[src/rtl/falling_item_array.sv]
`default_nettype none
// ============================================================================
// Module      : falling_item_array
// Description : Owns N_ITEMS independent falling items that share one 16-bit
//               Fibonacci LFSR, a paced spawn scheduler and a speed level.
//               All active items advance once per fall_clk tick. An item is
//               retired when it is caught (collision) or when its next y
//               would reach the floor. Free slots are refilled at a paced rate.
// Ports       : fall_clk  - tick clock, all state changes on the rising edge
//               rst       - asynchronous active-high reset
//               pause     - level, freezes motion, spawning and speed changes
//               collision - per-slot catch request, honoured even when paused
//               speed_up  - one-tick pulse, raises velocity by VEL_STEP
//               pos_x/pos_y - flattened 10-bit positions, slot i at [10i+9:10i]
//               color     - flattened 2-bit colors, slot i at [2i+1:2i]
//               active    - slot holds a live item
//               caught/missed - one-tick retire pulses per slot
//               vel       - current velocity in pixels per tick
// Revision    : 1.0 - initial release
// ============================================================================
module falling_item_array #(
    parameter int          N_ITEMS   = 4,
    parameter int          X_LIMIT   = 640,
    parameter int          FLOOR_Y   = 400,
    parameter int          VEL_INIT  = 5,
    parameter int          VEL_STEP  = 2,
    parameter int          VEL_MAX   = 15,
    parameter int          SPAWN_GAP = 16,
    parameter logic [15:0] LFSR_SEED = 16'hACE1
) (
    input  logic                    fall_clk,
    input  logic                    rst,
    input  logic                    pause,
    input  logic [N_ITEMS-1:0]      collision,
    input  logic                    speed_up,
    output logic [10*N_ITEMS-1:0]   pos_x,
    output logic [10*N_ITEMS-1:0]   pos_y,
    output logic [2*N_ITEMS-1:0]    color,
    output logic [N_ITEMS-1:0]      active,
    output logic [N_ITEMS-1:0]      caught,
    output logic [N_ITEMS-1:0]      missed,
    output logic [3:0]              vel
);

    localparam int c_gap_w = $clog2(SPAWN_GAP + 1);
    localparam int c_idx_w = (N_ITEMS > 1) ? $clog2(N_ITEMS) : 1;

    localparam logic [0:0]         c_ST_IDLE    = 1'b0;
    localparam logic [0:0]         c_ST_FALLING = 1'b1;

    localparam logic [c_gap_w-1:0] c_gap_reload = c_gap_w'(SPAWN_GAP - 1);
    localparam logic [10:0]        c_floor      = 11'(FLOOR_Y);
    localparam logic [4:0]         c_vel_step   = 5'(VEL_STEP);
    localparam logic [4:0]         c_vel_max    = 5'(VEL_MAX);
    localparam logic [3:0]         c_vel_init   = 4'(VEL_INIT);

    logic [15:0]        r_lfsr;
    logic [1:0]         r_rc;
    logic [c_gap_w-1:0] r_gap;
    logic [0:0]         r_state [N_ITEMS];
    logic [9:0]         r_x     [N_ITEMS];
    logic [9:0]         r_y     [N_ITEMS];
    logic [1:0]         r_col   [N_ITEMS];

    logic               w_fb;
    logic [9:0]         w_spawn_x;
    logic [31:0]        w_rnd_wide;
    logic [1:0]         w_spawn_col;
    logic               w_use_rc;
    logic [1:0]         w_rc_next;
    logic               w_any_idle;
    logic [c_idx_w-1:0] w_idx;
    logic [10:0]        w_y_sum [N_ITEMS];
    logic [4:0]         w_vel_sum;
    logic [3:0]         w_vel_next;

    // Taps 16,14,13,11 (1-based) map to bits 15,13,12,10.
    assign w_fb = r_lfsr[15] ^ r_lfsr[13] ^ r_lfsr[12] ^ r_lfsr[10];

    // A single conditional subtract folds the 10-bit random value into
    // [0, X_LIMIT-1]; this only works because X_LIMIT >= 512.
    assign w_rnd_wide = {22'd0, r_lfsr[9:0]};
    assign w_spawn_x  = (w_rnd_wide >= 32'(X_LIMIT)) ? 10'(w_rnd_wide - 32'(X_LIMIT))
                                                     : r_lfsr[9:0];

    // Color 00 is reserved for idle slots, so fall back to the rotating counter.
    assign w_use_rc    = (r_lfsr[11:10] == 2'b00);
    assign w_spawn_col = w_use_rc ? r_rc : r_lfsr[11:10];
    assign w_rc_next   = (r_rc == 2'd3) ? 2'd1 : r_rc + 2'd1;

    assign w_vel_sum  = {1'b0, vel} + c_vel_step;
    assign w_vel_next = (w_vel_sum > c_vel_max) ? c_vel_max[3:0] : w_vel_sum[3:0];

    // Lowest-index slot that is idle at the start of the tick; slots freed
    // during this tick are still FALLING here, so they wait a tick.
    always_comb begin
        w_any_idle = 1'b0;
        w_idx      = '0;
        for (int i = N_ITEMS - 1; i >= 0; i--) begin
            if (r_state[i] == c_ST_IDLE) begin
                w_any_idle = 1'b1;
                w_idx      = c_idx_w'(i);
            end
        end
    end

    // 11-bit sum so the floor compare cannot wrap.
    always_comb begin
        for (int i = 0; i < N_ITEMS; i++) begin
            w_y_sum[i] = {1'b0, r_y[i]} + {7'd0, vel};
        end
    end

    always_ff @(posedge fall_clk or posedge rst) begin
        if (rst) begin
            r_lfsr <= LFSR_SEED;
            r_rc   <= 2'd1;
            r_gap  <= '0;
            vel    <= c_vel_init;
            caught <= '0;
            missed <= '0;
            for (int i = 0; i < N_ITEMS; i++) begin
                r_state[i] <= c_ST_IDLE;
                r_x[i]     <= '0;
                r_y[i]     <= '0;
                r_col[i]   <= '0;
            end
        end else begin
            r_lfsr <= {r_lfsr[14:0], w_fb};
            caught <= '0;
            missed <= '0;

            // Catch outranks the floor and is honoured while paused.
            for (int i = 0; i < N_ITEMS; i++) begin
                if (r_state[i] == c_ST_FALLING) begin
                    if (collision[i]) begin
                        r_state[i] <= c_ST_IDLE;
                        r_y[i]     <= '0;
                        r_col[i]   <= '0;
                        caught[i]  <= 1'b1;
                    end else if (!pause) begin
                        if (w_y_sum[i] >= c_floor) begin
                            r_state[i] <= c_ST_IDLE;
                            r_y[i]     <= '0;
                            r_col[i]   <= '0;
                            missed[i]  <= 1'b1;
                        end else begin
                            r_y[i] <= w_y_sum[i][9:0];
                        end
                    end
                end
            end

            // The spawn target is idle at tick start, so it never collides
            // with the retire writes above.
            if (!pause) begin
                if (r_gap == '0) begin
                    if (w_any_idle) begin
                        r_state[w_idx] <= c_ST_FALLING;
                        r_x[w_idx]     <= w_spawn_x;
                        r_y[w_idx]     <= '0;
                        r_col[w_idx]   <= w_spawn_col;
                        r_gap          <= c_gap_reload;
                        if (w_use_rc) begin
                            r_rc <= w_rc_next;
                        end
                    end
                end else begin
                    r_gap <= r_gap - 1'b1;
                end
                if (speed_up) begin
                    vel <= w_vel_next;
                end
            end
        end
    end

    generate
        for (genvar g = 0; g < N_ITEMS; g++) begin : g_flat
            assign pos_x[10*g +: 10] = r_x[g];
            assign pos_y[10*g +: 10] = r_y[g];
            assign color[2*g +: 2]   = r_col[g];
            assign active[g]         = (r_state[g] == c_ST_FALLING);
        end
    endgenerate

endmodule
`default_nettype wire

[config.mk]
export PLATFORM = sky130hd
export DESIGN_NAME = falling_item_array
export DESIGN_NICKNAME = d
export VERILOG_FILES = /design/src/rtl/falling_item_array.sv
export SDC_FILE = /design/constraint.sdc
export NUM_CORES = 1
export LEC_CHECK = 0
export BUFFER_PORTS_ARGS = -buffer_cell sky130_fd_sc_hd__buf_4
export CELL_PAD_IN_SITES_DETAIL_PLACEMENT = 0
export CELL_PAD_IN_SITES_GLOBAL_PLACEMENT = 1
export CORE_AREA = 10 10 157 159
export DETAILED_ROUTE_END_ITERATION = 8
export DIE_AREA = 0 0 167 169
export GPL_TIMING_DRIVEN = 0
export PLACE_DENSITY_LB_ADDON = 0.1
export SETUP_SLACK_MARGIN = 0.1
export SYNTH_ARGS = -nofsm -noshare
export SYNTH_HDL_FRONTEND = slang
export SYNTH_SLANG_ARGS = --single-unit
export TNS_END_PERCENT = 5
[constraint.sdc]
create_clock -name fall_clk -period 3.8 [get_ports fall_clk]
set_clock_uncertainty 0.05 [all_clocks]
set_input_delay 0.57 -clock fall_clk [delete_from_list [all_inputs] [get_ports fall_clk]]
set_output_delay 0.57 -clock fall_clk [all_outputs]
set_load 0.01 [all_outputs]
==> results.md <==
* Synthesized area at 0.00639 mm2
* Placement Setup Slack at 206 ps
* Leakage at 3.92 nW
* Routed WL per cell at 18.2 um
* Worst Setup EP: pos_y[32]
* Worst-skew pair later-pin latency at 410 ps
* Longest Clk Path Bufs at 2
* Postcts setup bufs at 0
* Via Count at 5431
* Worst setup EP type: register
* Sink Count at 127
* Chip height at 169 um
* Num CTS Buffers at 17
* Tot GR Track Use at 14.2%
* NumNets Final at 827
* Resize count post-CTS at 0
* First-pass GRT wire length at 32000 um
* # fillers at 2140
* Row cnt at 54
* Synth cell types at 62
* Outcome: finished clean
* Clk pwr share at 39.9%
* Die X at 167 um
* Setup TNS at 0 ps
* Fin crit share at 92.5%
* RSZ-0062 raised after global routing: false
* RR Startpoint: vel[3]
* First-pass DRT Iterations at 4
* Synthesis-stage register bit count at 127
* Vias in the first global route at 5650
* Final setup slack of the worst path at 284 ps
* Register-to-Register Path Depth at 8
* Initial DRC Count at 326
* Port Buffer Count at 111
* Core area at 0.0216 mm2
* FMAX at 284 MHz
* Post-route DRC violation count at 0
* Max_cap viols at 0
* Setup crit start kind: register
* Mapped Nets at 694
* Post-Synthesis Cells at 661
* Initial Utilization at 29.6%
* Register-to-register setup slack at 280 ps
* Total die area at 0.0282 mm2
* Combinational Power Share at 21.4%
* Drt total wl at 19800 um
* Worst Tran Pin Value at 1170 ps
* # diodes at 0
* Post-synth EDFFs at 0
* WP data arrival at 3820 ps
* Max Fanout on Critical Path at 9
* Final Critical Period at 3520 ps
* Post-route ant nets at 0
* Initial antenna violation count at 0
* Total grt overflow at 0
* Final hold violations at 0
* Largest net degree at the start of global routing at 44
* Post-synth ARST share at 100%
* Setup crit start: vel[3]
* Reg power frac at 38.7%
* Area Growth Syn to Fin at 29.2%
* Final HPWL DP at 14900 um
* CTS tree: built
* Sw frac at 31.2%
* Slew HR at 21.3%
* Highest-count cells in the layout ignoring fill and taps: nand2_1 (126), dfrtp_1 (115), buf_4 (111)
* Fraction of layout cells with a size suffix above 1 at 22.8%
* Switching power total at 0.00132 W
* Reg2Reg Capture Point: pos_y[32]
* Critical setup path kind: register to register
* Commonest non-fill, non-tap cell in the layout: nand2_1
* Clock root cell: clkbuf_16
* Internal cell power at 0.00292 W
* Boundary Pins at 112
* Syn. warnings at 0
* Routed vias/inst at 5.00
* Seq/Total Area, Yosys at 50.0%
* Peak supply drop at 308 uV
* Syn Area/Cell at 9.66 um2
* PD cells at 514 mW/mm2
* Hold Crit Class: primary input to async pin
* H-Tree Depth at 4
* Final setup fails at 0
* Reg clk slew, reported paths at 60 ps
* Slew Viols, Final at 0
* Hold-fix buffers at CTS at 0
* RD Place Congestion at 0.810
* Worst path required time at 4100 ps
* Most used DFF post-synth: dfrtp_1
layout make-up:
class / instances / area (um2) / area share, %
timing repair buffer: 114 / 893 / 10.8
tap: 280 / 350 / 4.25
sequential: 127 / 3190 / 38.7
inverter: 25 / 97.6 / 1.18
multi-input combinational: 487 / 3020 / 36.6
clock inverter: 12 / 159 / 1.93
clock buffer: 20 / 457 / 5.54
buffer: 22 / 83.8 / 1.02
registers in the layout, indices dropped and copies added (netlist names):
signal,cells
r_rc,2
pos_y,40
r_gap,5
caught,4
vel,4
pos_x,40
r_lfsr,16
active,4
color,8
missed,4
power by group through the flow:
stage | Clock, W | Combinational [W] | Sequential (W)
floorplan | 0 | 0.000591 | 0.00163
global placement | 0 | 0.000893 | 0.00167
detailed placement | 0 | 0.000920 | 0.00167
CTS | 0.00174 | 0.000923 | 0.00165
global route | 0.00182 | 0.00104 | 0.00166
finish | 0.00169 | 0.000910 | 0.00164
metrics by stage:
| stage | area [um2] | cells | utilization [%] | total power, W | hold WS (ps) |
|---|---|---|---|---|---|
| 4_1_cts | 8250 | 1087 | 38.3 | 0.00431 | 157 |
| 3_5_place_dp | 7630 | 1055 | 35.4 | 0.00259 | 307 |
| 3_3_place_gp | 7570 | 1052 | 35.1 | 0.00256 | 289 |
| 6_report | 8250 | 1087 | 38.3 | 0.00424 | 158 |
| 2_1_floorplan | 6390 | 661 | - | 0.00222 | 283 |
| 5_1_grt | 8250 | 1087 | 38.3 | 0.00452 | 174 |
worst max-delay path, cell delays in order (launching register included):
cell	delay [ps]
dfrtp_1	690
ha_1	380
a21oi_1	390
and2_1	250
nand2_1	60
mux2_2	270
a221oi_1	820
and2_1	370
a22o_1	170
Yosys cell counts, types with 8 or more instances:
library cell	count	area share [%]
xnor2_1	8	1.1
o21ai_0	29	2.3
and2_1	11	1.1
inv_1	25	1.5
xor2_1	8	1.1
nor3_1	16	1.3
mux2_2	11	1.9
nor2_1	40	2.4
and3_1	13	1.3
clkbuf_1	21	1.2
a21oi_1	32	2.5
ha_1	21	4.1
nand3_1	29	2.3
dfrtp_1	116	45
o22ai_1	9	0.88
a31oi_1	8	0.78
a22o_1	12	1.6
dfstp_2	11	4.5
a211oi_1	12	1.4
nand2_1	126	7.4
how the worst min path moves through the flow:
stage	endpoint	slack, ps
global placement	r_lfsr[15]	290
global route	pos_x[33]	170
finish	pos_x[33]	160
detailed placement	r_lfsr[15]	310
floorplan	r_lfsr[15]	280
CTS	pos_x[33]	160
cells by family (layout without fill, tap and decap cells):
family,Yosys count,count (layout),share of synthesized area [%]
adders and majority gates,25,25,5.37
and+or+nand+nor,276,276,20.0
muxes,15,15,2.57
xor gates and xnor gates,16,16,2.19
DFF,127,127,50.0
AOI/OAI and AO/OA,155,155,17.1
buffers and inverters,47,193,2.78
per-layer routing:
metal | wire (um) | up-vias | track usage [%]
li1 | - | 2622 | -
met1 | 8890 | 2663 | 17.3
met2 | 9240 | 125 | 22.7
met3 | 1320 | 21 | 5.42
met4 | 390 | 0 | 4.77
met5 | 0 | - | 0
(Power assumes the default switching activity.)
